File: src/rtl/gpio_irq_pkg.sv
// Shared constants for the GPIO interrupt block: register offsets and default pin count.
// Offsets must stay aligned with the GPIO controller's address constants.
package gpio_irq_pkg;

  localparam int unsigned GPIO_WIDTH = 32;
  localparam int unsigned DEB_HIST   = 3;

  typedef enum logic [1:0] {
    REG_EN    = 2'b00,
    REG_EDGE  = 2'b01,
    REG_PEND  = 2'b10,
    REG_LEVEL = 2'b11
  } reg_addr_e;

endpackage

File: src/rtl/gpio_debounce.sv
// Two-flop synchroniser plus tick-sampled 3-deep history per pin; the debounced
// level only moves when every history entry agrees.
module gpio_debounce
  import gpio_irq_pkg::*;
#(
  parameter int unsigned WIDTH = GPIO_WIDTH
) (
  input  logic             clk_i,
  input  logic             rst_ni,
  input  logic             tick_i,
  input  logic [WIDTH-1:0] pins_i,
  output logic [WIDTH-1:0] level_o
);

  logic [WIDTH-1:0]                sync1_q, sync2_q;
  logic [DEB_HIST-1:0][WIDTH-1:0]  hist_q;
  logic [WIDTH-1:0]                level_q, level_d;
  logic [WIDTH-1:0]                all_ones, all_zeros;

  always_comb begin
    all_ones  = '1;
    all_zeros = '1;
    for (int unsigned i = 0; i < DEB_HIST; i++) begin
      all_ones  = all_ones & hist_q[i];
      all_zeros = all_zeros & ~hist_q[i];
    end
    level_d = (level_q & ~all_zeros) | all_ones;
  end

  always_ff @(posedge clk_i) begin
    if (!rst_ni) begin
      sync1_q <= '0;
      sync2_q <= '0;
      hist_q  <= '0;
      level_q <= '0;
    end else begin
      sync1_q <= pins_i;
      sync2_q <= sync1_q;
      if (tick_i) begin
        hist_q <= {hist_q[DEB_HIST-2:0], sync2_q};
      end
      level_q <= level_d;
    end
  end

  assign level_o = level_q;

endmodule

File: src/rtl/gpio_irq.sv
// GPIO input interrupt controller: debounced per-pin edge detect into W1C pending
// bits, one registered level interrupt, 2-bit address register interface.
module gpio_irq
  import gpio_irq_pkg::*;
#(
  parameter int unsigned WIDTH   = GPIO_WIDTH,
  parameter int unsigned DEB_DIV = 1000
) (
  input  logic             clk,
  input  logic             rst,
  input  logic             chip_select,
  input  logic             write_enable,
  input  logic [1:0]       addr,
  input  logic [31:0]      write_data,
  output logic [31:0]      read_data,
  input  logic [WIDTH-1:0] pins_in,
  output logic             irq
);

  localparam logic [15:0] PRESC_MAX = 16'(DEB_DIV - 1);

  logic [15:0]      presc_q, presc_d;
  logic             tick;
  logic [WIDTH-1:0] level, level_prev_q;
  logic [WIDTH-1:0] en_q, en_d, edge_sel_q, edge_sel_d, pend_q, pend_d;
  logic [WIDTH-1:0] rise, fall, evt, clr_mask;
  logic             irq_q;
  logic             wr_en, rd_en;
  reg_addr_e        reg_sel;

  assign tick    = (presc_q == PRESC_MAX);
  assign presc_d = tick ? '0 : presc_q + 16'd1;
  assign reg_sel = reg_addr_e'(addr);
  assign wr_en   = chip_select & write_enable;
  assign rd_en   = chip_select & ~write_enable;

  gpio_debounce #(
    .WIDTH(WIDTH)
  ) u_deb (
    .clk_i  (clk),
    .rst_ni (rst),
    .tick_i (tick),
    .pins_i (pins_in),
    .level_o(level)
  );

  always_comb begin
    en_d       = en_q;
    edge_sel_d = edge_sel_q;
    clr_mask   = '0;
    if (wr_en) begin
      case (reg_sel)
        REG_EN:   en_d       = write_data[WIDTH-1:0];
        REG_EDGE: edge_sel_d = write_data[WIDTH-1:0];
        REG_PEND: clr_mask   = write_data[WIDTH-1:0];
        default:  ;
      endcase
    end
    rise   = level & ~level_prev_q;
    fall   = ~level & level_prev_q;
    evt    = en_q & ((edge_sel_q & rise) | (~edge_sel_q & fall));
    // OR-ing the event in after the clear lets a same-cycle event win over W1C.
    pend_d = (pend_q & ~clr_mask) | evt;
  end

  always_comb begin
    read_data = '0;
    if (rd_en) begin
      case (reg_sel)
        REG_EN:    read_data[WIDTH-1:0] = en_q;
        REG_EDGE:  read_data[WIDTH-1:0] = edge_sel_q;
        REG_PEND:  read_data[WIDTH-1:0] = pend_q;
        REG_LEVEL: read_data[WIDTH-1:0] = level;
        default:   read_data = '0;
      endcase
    end
  end

  always_ff @(posedge clk) begin
    if (!rst) begin
      presc_q      <= '0;
      level_prev_q <= '0;
      en_q         <= '0;
      edge_sel_q   <= '0;
      pend_q       <= '0;
      irq_q        <= 1'b0;
    end else begin
      presc_q      <= presc_d;
      level_prev_q <= level;
      en_q         <= en_d;
      edge_sel_q   <= edge_sel_d;
      pend_q       <= pend_d;
      irq_q        <= |pend_q;
    end
  end

  assign irq = irq_q;

endmodule

File: config.mk
export PLATFORM = sky130hd
export DESIGN_NAME = gpio_irq
export DESIGN_NICKNAME = d
export VERILOG_FILES = /design/src/rtl/gpio_irq_pkg.sv /design/src/rtl/gpio_debounce.sv /design/src/rtl/gpio_irq.sv
export SDC_FILE = /design/constraint.sdc
export NUM_CORES = 1
export LEC_CHECK = 0
export CORE_AREA = 2 2 171 173
export CTS_CLUSTER_SIZE = 30
export DETAILED_ROUTE_END_ITERATION = 12
export DIE_AREA = 0 0 173 175
export PLACE_DENSITY = 0.71
export SYNTH_ARGS = -nofsm -noshare
export SYNTH_HDL_FRONTEND = slang
export SYNTH_SLANG_ARGS = --single-unit
File: constraint.sdc
create_clock -name clk -period 2.9 [get_ports clk]
set_clock_uncertainty 0.15 [all_clocks]
set_input_delay 0.58 -clock clk [delete_from_list [all_inputs] [get_ports clk]]
set_output_delay 0.58 -clock clk [all_outputs]
set_load 0.02 [all_outputs]
==> results.sh <==
export IMPL_status="completed"
export IMPL_htreeDepth=2
export IMPL_area_growth_pct=19.84
export IMPL_drt_iter0_drc=787
export IMPL_synth_edff_count=0
export IMPL_seq_area_frac_synth_pct=50.27
export IMPL_drtAntennaViolNets=0
export IMPL_drv_slew=0
export IMPL_critPathRequiredTime_ns=2.17
export IMPL_place_ws_ns=-0.1752
export IMPL_hpwl_mm=18.66
export IMPL_synthArstFlopShare_pct=0
export IMPL_grt_total_usage_pct=18.81
export IMPL_synth_top_area_cell="dfxtp_1"
export IMPL_tightest_slew_ns=0.6143
export IMPL_powerDensity_mw_per_mm2=601.1
export IMPL_stdcell_area_mm2=0.01608
export IMPL_setup_violations=0
export IMPL_dr_pass1_iters=5
export IMPL_antenna_cells=0
export IMPL_placed_area_mm2=0.01489
export IMPL_num_fill_cells=2533
export IMPL_grt_pass1_wl_mm=47.64
export IMPL_grt_max_degree=97
export IMPL_fin_crit_sh_pct=91.73
export IMPL_synth_top_flop_cell="dfxtp_1"
export IMPL_drv_cap=0
export IMPL_fin_crit_ns=2.660
export IMPL_die_x_um=173
export IMPL_grt_overflow=0
export IMPL_clockBufferDepth=3
export IMPL_rsz0062_at_grt="false"
export IMPL_synth_seq_cells=337
export IMPL_die_area_mm2=0.03028
export IMPL_wirelength_mm=28.84
export IMPL_avgSynthCellArea_um2=8.972
export IMPL_synth_top_area_share_pct=50.27
export IMPL_synthCells=1496
export IMPL_crit_path_end_kind="primary output"
export IMPL_drive_above_1_share_pct=7.755
export IMPL_port_buffer_count=102
export IMPL_cts_buffers=36
export IMPL_fmax_mhz=375.9
export IMPL_arrival_ns=1.93
export IMPL_antenna_found_initial=0
export IMPL_syn_num_nets=1567
export IMPL_path_class="primary input to primary output"
export IMPL_critPathLaunchType="primary input"
export IMPL_start_util_pct=47.27
export IMPL_cts_root_buf="clkbuf_16"
export IMPL_clk_latency_ns=0.51
export IMPL_yosysWarnings=0
export IMPL_wl_per_cell_um=14.55
export IMPL_cts_tree="yes"
export IMPL_route_detailed_drc=0
export IMPL_rows=62
export IMPL_place_congestion=0.8242
export IMPL_finalNetCount=1644
export IMPL_ys_types=34
export IMPL_fin_ws_ns=0.2400
export IMPL_vias=10193
export IMPL_clock_sinks=337
export IMPL_coreArea_mm2=0.02839
export IMPL_io_pins=103
export IMPL_syn_area_mm2=0.01342
export IMPL_crit_fanout=19
export IMPL_hp_class="flip-flop to flip-flop"
export IMPL_postCtsSetupBuffers=0
export IMPL_hold_viol=0
export IMPL_clkTransAtPathRegs_ns=0.06
export IMPL_ys_top_cells_by_area="dfxtp_1 50%, nand2_1 13%, a21boi_0 11%"
export IMPL_leakage_nw=5.925
export IMPL_peakVddDrop_mv=0.3841
export IMPL_hold_buffers=0
export IMPL_grt_pass1_vias=9523
export IMPL_die_h_um=175
export IMPL_viasPerCell=5.140
export IMPL_slew_limit_headroom_pct=58.67
==> critical path, cell delays in order <==
cell	delay, ns
buf_2	0.15
buf_12	0.20
mux4_2	0.53
nor2b_1	0.14
dlygate4sd2_1	0.32
==> metal layers <==
| layer | vias to the layer above | global-route usage [%] | part of all wire, % |
|---|---|---|---|
| met4 | 0 | 5.155 | 2.0 |
| met3 | 50 | 3.242 | 4.5 |
| li1 | 5144 | - | - |
| met5 | - | 0 | 0 |
| met2 | 246 | 29.32 | 43 |
| met1 | 4753 | 26.96 | 50 |
==> synthesized netlist by cell type, drive strengths merged (14+ instances only) <==
library cell,n
nand2,452
dfxtp,337
a21boi,224
and2,97
clkbuf,72
o21ai,64
nor2,46
nor2b,33
nor3b,33
a21o,32
mux4,32
buf,14
==> kinds of logic (layout without fill, tap and decap cells) <==
family / Yosys count / in the layout / share of synthesized area (%)
simple gates: 702 / 702 / 23.88
flops: 337 / 337 / 50.27
compound gates: 323 / 323 / 16.85
buf+inv: 88 / 191 / 2.685
mux: 32 / 32 / 5.370
xor+xnor: 13 / 13 / 0.8483
fa+ha+maj: 1 / 1 / 0.09321
==> final timing paths <==
kind,start,slack [ns],end,cells past startpoint
setup / recovery,addr[1],0.24,read_data[22],5
hold / removal,u_deb.sync1_q[2]$_SDFF_PN0_,0.28,u_deb.sync2_q[2]$_SDFF_PN0_,1
setup reg to reg,presc_q[3]$_SDFF_PP0_,0.44,presc_q[4]$_SDFF_PP0_,4
hold reg to reg,u_deb.sync1_q[2]$_SDFF_PN0_,0.28,u_deb.sync2_q[2]$_SDFF_PN0_,1
==> cells in the final DEF (no fill, tap or decap), types with 3 or more instances in the layout <==
master / synthesis / final
clkinv_2: 0 / 8
xor2_1: 4 / 4
nor3b_1: 33 / 32
a21boi_1: 23 / 23
nor2b_1: 33 / 33
a21boi_0: 201 / 201
o21ai_0: 64 / 64
xnor2_1: 9 / 9
nand4_1: 6 / 6
clkdlybuf4s50_1: 0 / 67
nand3_1: 7 / 7
nor3_1: 5 / 4
a21o_1: 32 / 32
and3_1: 3 / 3
buf_4: 0 / 9
dfxtp_1: 337 / 337
and2_1: 97 / 97
clkbuf_1: 72 / 4
mux4_2: 32 / 32
dlygate4sd2_1: 0 / 32
clkbuf_16: 0 / 38
nor4_1: 10 / 10
clkbuf_8: 0 / 9
nor2_1: 46 / 46
nand2_1: 452 / 452
buf_12: 0 / 12
==> per-stage QoR <==
step                      hold WS, ns  TNS (ns)  total power, mW  util (%)  cells
after floorplan                0.2619         0            5.020         -   1496
final                          0.2778         0            9.668     56.65   1983
after detailed placement       0.2669    -4.845            5.214     52.45   1918
after global placement         0.2649    -4.464            5.209     52.45   1918
after CTS                      0.2715         0            9.796     56.55   1982
after global routing           0.2860         0            10.02     56.65   1983
==> registers in the layout, indices dropped and copies added (netlist names) <==
signal,flops
edge_sel_q,32
en_q,32
irq,1
level_prev_q,32
pend_q,32
presc_q,16
u_deb.hist_q,96
u_deb.level_o,32
u_deb.sync1_q,32
u_deb.sync2_q,32
==> layout make-up <==
type | count | area (um^2) | area share [%]
Clock inverter | 14 | 135.1 | 0.8401
Sequential cell | 337 | 6746 | 41.94
Inverter | 2 | 7.507 | 0.04667
Timing Repair Buffer | 125 | 1324 | 8.230
Clock buffer | 50 | 1065 | 6.620
Multi-Input combinational cell | 1071 | 6326 | 39.33
Tap cell | 384 | 480.5 | 2.987
==> where the power goes <==
part	internal (mW)	switching, mW
Combinational	0.212	0.176
Sequential	4.69	0.0322
Clock	2.75	1.80
Total	7.66	2.01
==> timing repair <==
item                                    CTS  global route
gates resized for setup                  33             1
pin swaps                                 0             0
cloned                                    0             1
endpoints found under the setup margin   32            17
(Power assumes the default switching activity.)
